File: src/rtl/sys_out_collector.sv
// sys_out_collector: receive end of the systolic array's bottom edge.
//
// Column 1 delivers the element of row r one cycle before column 2 does. The
// column-1 value is parked in a pending register until its column-2 partner
// arrives, then the pair is pushed into a row FIFO. Rows leave on a
// valid/ready stream with job accounting (out_last, done). The array cannot
// be stalled, so pairing violations and FIFO overflow are only flagged.
//
// Ports:
//   clk, rst                 clock, synchronous active-high reset
//   start, cfg_rows          start pulse and row count of the job
//   col_data_in_1/2          column outputs from the array
//   col_valid_in_1/2         matching valids
//   out_data_0/1             row elements (column 1, column 2)
//   out_valid/out_ready      row stream handshake
//   out_last                 presented row is the job's final row
//   busy, done               job in progress / final row accepted (pulse)
//   fifo_count               rows currently stored
//   err_align, err_overflow  sticky error flags
module sys_out_collector #(
  parameter int unsigned DATA_W = 16,
  parameter int unsigned DEPTH  = 8,
  parameter int unsigned ROWS_W = 8
) (
  input  logic                     clk,
  input  logic                     rst,
  input  logic                     start,
  input  logic [ROWS_W-1:0]        cfg_rows,
  input  logic [DATA_W-1:0]        col_data_in_1,
  input  logic                     col_valid_in_1,
  input  logic [DATA_W-1:0]        col_data_in_2,
  input  logic                     col_valid_in_2,
  output logic [DATA_W-1:0]        out_data_0,
  output logic [DATA_W-1:0]        out_data_1,
  output logic                     out_valid,
  input  logic                     out_ready,
  output logic                     out_last,
  output logic                     busy,
  output logic                     done,
  output logic [$clog2(DEPTH):0]   fifo_count,
  output logic                     err_align,
  output logic                     err_overflow
);

  localparam int unsigned PtrW = $clog2(DEPTH);
  localparam int unsigned CntW = PtrW + 1;

  typedef enum logic [1:0] {StIdle, StCollect, StDrain} state_e;

  state_e              state_q, state_d;
  logic [ROWS_W-1:0]   rows_in_q, rows_in_d;
  logic [ROWS_W-1:0]   rows_out_q, rows_out_d;
  logic                pend_q, pend_d;
  logic [DATA_W-1:0]   pend_data_q, pend_data_d;
  logic                err_align_q, err_align_d;
  logic                err_ovf_q, err_ovf_d;
  logic                done_q, done_d;

  logic [2*DATA_W-1:0] mem_q [DEPTH];
  logic [PtrW-1:0]     wr_ptr_q, rd_ptr_q;
  logic [CntW-1:0]     count_q, count_d;

  logic                push_req, push_ok, drop, pop, full;

  assign out_valid = (count_q != '0);
  assign full      = (count_q == CntW'(DEPTH));
  assign pop       = out_valid && out_ready;
  // A full FIFO still accepts a push when the head leaves in the same cycle.
  assign push_ok   = push_req && (!full || pop);
  assign drop      = push_req && full && !pop;

  always_comb begin
    state_d     = state_q;
    rows_in_d   = rows_in_q;
    rows_out_d  = rows_out_q;
    pend_d      = pend_q;
    pend_data_d = pend_data_q;
    err_align_d = err_align_q;
    err_ovf_d   = err_ovf_q;
    done_d      = 1'b0;
    push_req    = 1'b0;

    unique case (state_q)
      StIdle: begin
        if (start) begin
          err_align_d = 1'b0;
          err_ovf_d   = 1'b0;
          pend_d      = 1'b0;
          if (cfg_rows != '0) begin
            rows_in_d  = cfg_rows;
            rows_out_d = cfg_rows;
            state_d    = StCollect;
          end else begin
            done_d = 1'b1;
          end
        end
      end
      StCollect: begin
        if (col_valid_in_2) begin
          if (pend_q) push_req = 1'b1;
          else        err_align_d = 1'b1;
        end
        if (col_valid_in_1) begin
          // Column 1 arriving while still waiting on column 2 loses a row.
          if (pend_q && !col_valid_in_2) err_align_d = 1'b1;
          pend_d      = 1'b1;
          pend_data_d = col_data_in_1;
        end else if (push_req) begin
          pend_d = 1'b0;
        end
        if (push_req) begin
          rows_in_d = rows_in_q - ROWS_W'(1);
          if (rows_in_q == ROWS_W'(1)) begin
            state_d = StDrain;
            pend_d  = 1'b0;
          end
        end
      end
      StDrain: begin
        if (pop && rows_out_q == ROWS_W'(1)) begin
          done_d  = 1'b1;
          state_d = StIdle;
        end
      end
      default: state_d = StIdle;
    endcase

    // Dropped rows are counted as delivered so the job still terminates.
    if (state_q != StIdle && (pop || drop)) rows_out_d = rows_out_q - ROWS_W'(1);
    if (drop) err_ovf_d = 1'b1;

    count_d = count_q + CntW'(push_ok) - CntW'(pop);
  end

  always_ff @(posedge clk) begin
    if (rst) begin
      state_q     <= StIdle;
      rows_in_q   <= '0;
      rows_out_q  <= '0;
      pend_q      <= 1'b0;
      pend_data_q <= '0;
      err_align_q <= 1'b0;
      err_ovf_q   <= 1'b0;
      done_q      <= 1'b0;
      wr_ptr_q    <= '0;
      rd_ptr_q    <= '0;
      count_q     <= '0;
    end else begin
      state_q     <= state_d;
      rows_in_q   <= rows_in_d;
      rows_out_q  <= rows_out_d;
      pend_q      <= pend_d;
      pend_data_q <= pend_data_d;
      err_align_q <= err_align_d;
      err_ovf_q   <= err_ovf_d;
      done_q      <= done_d;
      count_q     <= count_d;
      if (push_ok) wr_ptr_q <= wr_ptr_q + PtrW'(1);
      if (pop)     rd_ptr_q <= rd_ptr_q + PtrW'(1);
    end
  end

  // Storage needs no reset: the head is masked whenever the FIFO is empty.
  always_ff @(posedge clk) begin
    if (!rst && push_ok) mem_q[wr_ptr_q] <= {pend_data_q, col_data_in_2};
  end

  assign out_data_0   = out_valid ? mem_q[rd_ptr_q][2*DATA_W-1:DATA_W] : '0;
  assign out_data_1   = out_valid ? mem_q[rd_ptr_q][DATA_W-1:0] : '0;
  assign out_last     = out_valid && (rows_out_q == ROWS_W'(1));
  assign busy         = (state_q != StIdle);
  assign done         = done_q;
  assign fifo_count   = count_q;
  assign err_align    = err_align_q;
  assign err_overflow = err_ovf_q;

endmodule

File: config.mk
export PLATFORM = sky130hd
export DESIGN_NAME = sys_out_collector
export DESIGN_NICKNAME = d
export VERILOG_FILES = /design/src/rtl/sys_out_collector.sv
export SDC_FILE = /design/constraint.sdc
export NUM_CORES = 1
export LEC_CHECK = 0
export CAP_MARGIN = 15
export CORE_MARGIN = 2
export CORE_UTILIZATION = 30
export CTS_CLUSTER_SIZE = 20
export DETAILED_ROUTE_END_ITERATION = 10
export RECOVER_POWER = 50
export SLEW_MARGIN = 10
export SYNTH_ARGS = -nofsm -noshare
export SYNTH_HDL_FRONTEND = slang
export SYNTH_SLANG_ARGS = --single-unit
File: constraint.sdc
create_clock -name clk -period 4.6 [get_ports clk]
set_input_delay 0.92 -clock clk [delete_from_list [all_inputs] [get_ports clk]]
set_output_delay 0.92 -clock clk [all_outputs]
set_load 0.05 [all_outputs]
==> results.json <==
{
  "postSynthCellCount": 724,
  "multi_input_area_um2": 3350,
  "netlist.top_cell.by_area": "edfxtp_1",
  "power.switching_w": 0.00271,
  "maxCapViolCount": 1,
  "io_buffers": 87,
  "area_growth_syn_to_layout_pct": 20.8,
  "drive_gt1_share_pct": 17.2,
  "outcome": "finished with violations",
  "relSlewSlack_pct": -22.8,
  "grt_max_degree": 48,
  "switching_share_pct": 33.2,
  "syn_area_um2": 12300,
  "tns_ns": 0,
  "cts_root_buf": "clkbuf_16",
  "slowest_delay_ns": 0.84,
  "finClkSkew_ns": 0.0132,
  "fp.dieH_um": 206,
  "ctsHoldBuffers": 0,
  "period_minus_slack_ns": 4.00,
  "synth_edf_count": 256,
  "dp_slack_ns": 1.17,
  "drc": 0,
  "clk_pin_slew_worst_paths_ns": 0.06,
  "seq_area_frac_synth_pct": 70.9,
  "pin_count": 88,
  "finalSetupViolations": 0,
  "p_int_w": 0.00543,
  "cts_tree": "yes",
  "hold_path.class": "reg2reg",
  "post_cts_resized": 0,
  "die_w_um": 206,
  "grt_first_pass_wirelength_um": 40100,
  "grt_pass1_vias": 6925,
  "synth_seq_cells": 307,
  "synth.most_common_cell": "edfxtp_1",
  "criticalPathCategory": "reg2out",
  "pwr-share-clk_pct": 29.3,
  "start_util_pct": 30.2,
  "die-area_um2": 42600,
  "fmax_ghz": 0.250,
  "power_frac_comb_pct": 31.0,
  "std_cell_rows": 74,
  "async_reset_ff_share_pct": 0,
  "rsz0062_at_grt": "no",
  "clkLatencyLatePin_ns": 0.56,
  "core_area_um2": 40600,
  "viasPerCell": 4.81,
  "overflow": 0,
  "synth.top_cells.by_area": "edfxtp_1 63%, mux4_2 12%, dfxtp_1 8.3%, mux2i_1 2.6%, nor2_1 1.8%",
  "cts.sinks": 307,
  "arrival_ns": 3.08,
  "cp_slowest_cell": "clkdlybuf4s50_1",
  "p_leak_nw": 4.66,
  "n_fill_cell": 3753,
  "finalWirelength_um": 26100,
  "path_cells": "or4_4 -> or4b_4 -> nor2_1 -> clkdlybuf4s50_1",
  "postCtsSetupRepairBufs": 0,
  "clock_path_buffers": 3,
  "hpwlAfterDp_um": 16100,
  "avgSynthCellArea_um2": 17.0,
  "synthFlopType": "edfxtp_1",
  "critPathLaunchType": "register",
  "vias": 6646,
  "worst_pin_slew_ns": 1.82,
  "antenna_found_initial": 1,
  "drtIter0Drc": 381,
  "synth_top_area_share_pct": 62.6,
  "critPathMaxFanout": 7,
  "final_nets": 886,
  "grt.total_usage_pct": 12.3,
  "cts_htree_levels": 1,
  "failed_checks": "capacitance limit, slew limit",
  "regArea_um2": 8720,
  "maxSlewViolCount": 17,
  "period_share_pct": 87.0,
  "ant_nets": 0,
  "endpoint_kind": "primary output",
  "crit_buf_inv": 1,
  "routedWlPerCell_um": 18.9,
  "worst_slack_ns": 0.596,
  "hold_violations": 0,
  "synth_common_cells": "256 x edfxtp_1, 64 x mux4_2, 58 x nor2_1",
  "yosysUniqueCellTypes": 61,
  "vdd_drop_max_v": 0.000304,
  "cp.required_ns": 3.68,
  "crit_family": "simple AND/OR/NAND/NOR gates",
  "synth.net_count": 782,
  "seqPwrFrac_pct": 39.6,
  "gp_congestion": 0.823,
  "power_density_nw_per_um2": 549,
  "yosys_warnings": 0,
  "cts_buffers": 31,
  "firstDrtPassIters": 5
}
## through the flow
stage	utilization, %	cells	area [µm²]	total power [W]	hold WS [ns]
after floorplan	-	724	12300	0.00505	0.462
after global placement	34.2	1327	13900	0.00588	0.470
after detailed placement	34.2	1327	13900	0.00590	0.482
after CTS	36.6	1382	14900	0.00829	0.498
after global routing	36.5	1382	14800	0.00853	0.519
final	36.5	1383	14800	0.00814	0.491
## kinds of logic (layout without fill, tap and decap cells)
group                      count (synthesis)  count (layout)  share of synthesized area [%]
AOI/OAI and AO/OA                         84              84                           4.53
xor gates and xnor gates                   5               5                          0.357
adders and majority gates                 12              12                           1.28
buffers and inverters                     56             182                           1.87
DFF                                      307             307                           70.9
muxes                                     97              97                           14.4
other                                      0               1                              0
and+or+nand+nor                          163             163                           6.59
## power groups by stage
stage	Combinational (W)	Clock [W]	Sequential, W
floorplan	0.00181	0	0.00324
detailed placement	0.00260	0	0.00329
CTS	0.00261	0.00245	0.00324
finish	0.00252	0.00239	0.00322
global route	0.00271	0.00256	0.00325
global placement	0.00259	0	0.00329
## metal layers
layer | global-route usage [%] | part of all wire [%] | vias up
li1 | - | - | 3069
met1 | 17.0 | 45 | 3382
met2 | 20.4 | 49 | 161
met3 | 2.25 | 4.9 | 34
met4 | 2.55 | 1.3 | 0
met5 | 0 | 0 | -
## state kept, by name, indices dropped and copies added, names as in the netlist, named ones only
register / cells
rows_in_q: 8
err_overflow: 1
mem_q: 256
pend_q: 1
fifo_count: 4
rows_out_q: 8
wr_ptr_q: 3
done: 1
err_align: 1
pend_data_q: 16
state_q: 2
rd_ptr_q: 3
## placed cells by master, fill, tap and decap left out, types with 6 or more instances in the layout
cell type        netlist  layout
mux4_2                64      64
buf_4                  1      19
nand2_1               51      52
clkbuf_1              21       8
dlygate4sd3_1          0      17
inv_1                 16      17
a31oi_1                6       6
or4_1                  7       7
clkdlybuf4s50_1        0      69
mux2i_1               32      32
o21ai_0                1       7
edfxtp_1             256     256
nor3b_1                6       6
nor2_1                58      57
clkbuf_16              0      31
a21oi_1               34      34
dfxtp_1               51      48
nand3_1                9       9
ha_1                  11      11
## tightest hold or removal path: cells and delay by family, from the launching register on
family / cells / cell delay (ns)
compound gates: 1 / 0.06
flops: 1 / 0.33
simple gates: 1 / 0.07
## worst paths after layout
path / slack [ns] / cells past startpoint / end / startpoint
worst min-delay path: 0.49 / 2 / err_overflow / err_overflow
worst min register to register: 0.49 / 2 / err_overflow / err_overflow
worst max register to register: 1.53 / 4 / rows_in_q[1] / state_q[1]
worst max-delay path: 0.60 / 4 / out_last / rows_out_q[2]
## layout make-up
class	count	area share, %
timing repair buffer	110	7.23
multi-input combinational	361	22.6
antenna	1	0.0169
clock inverter	17	1.10
clock buffer	38	5.41
inverter	17	0.430
tap	532	4.49
sequential	307	58.8
No activity file was read; power rests on OpenSTA's default activity.
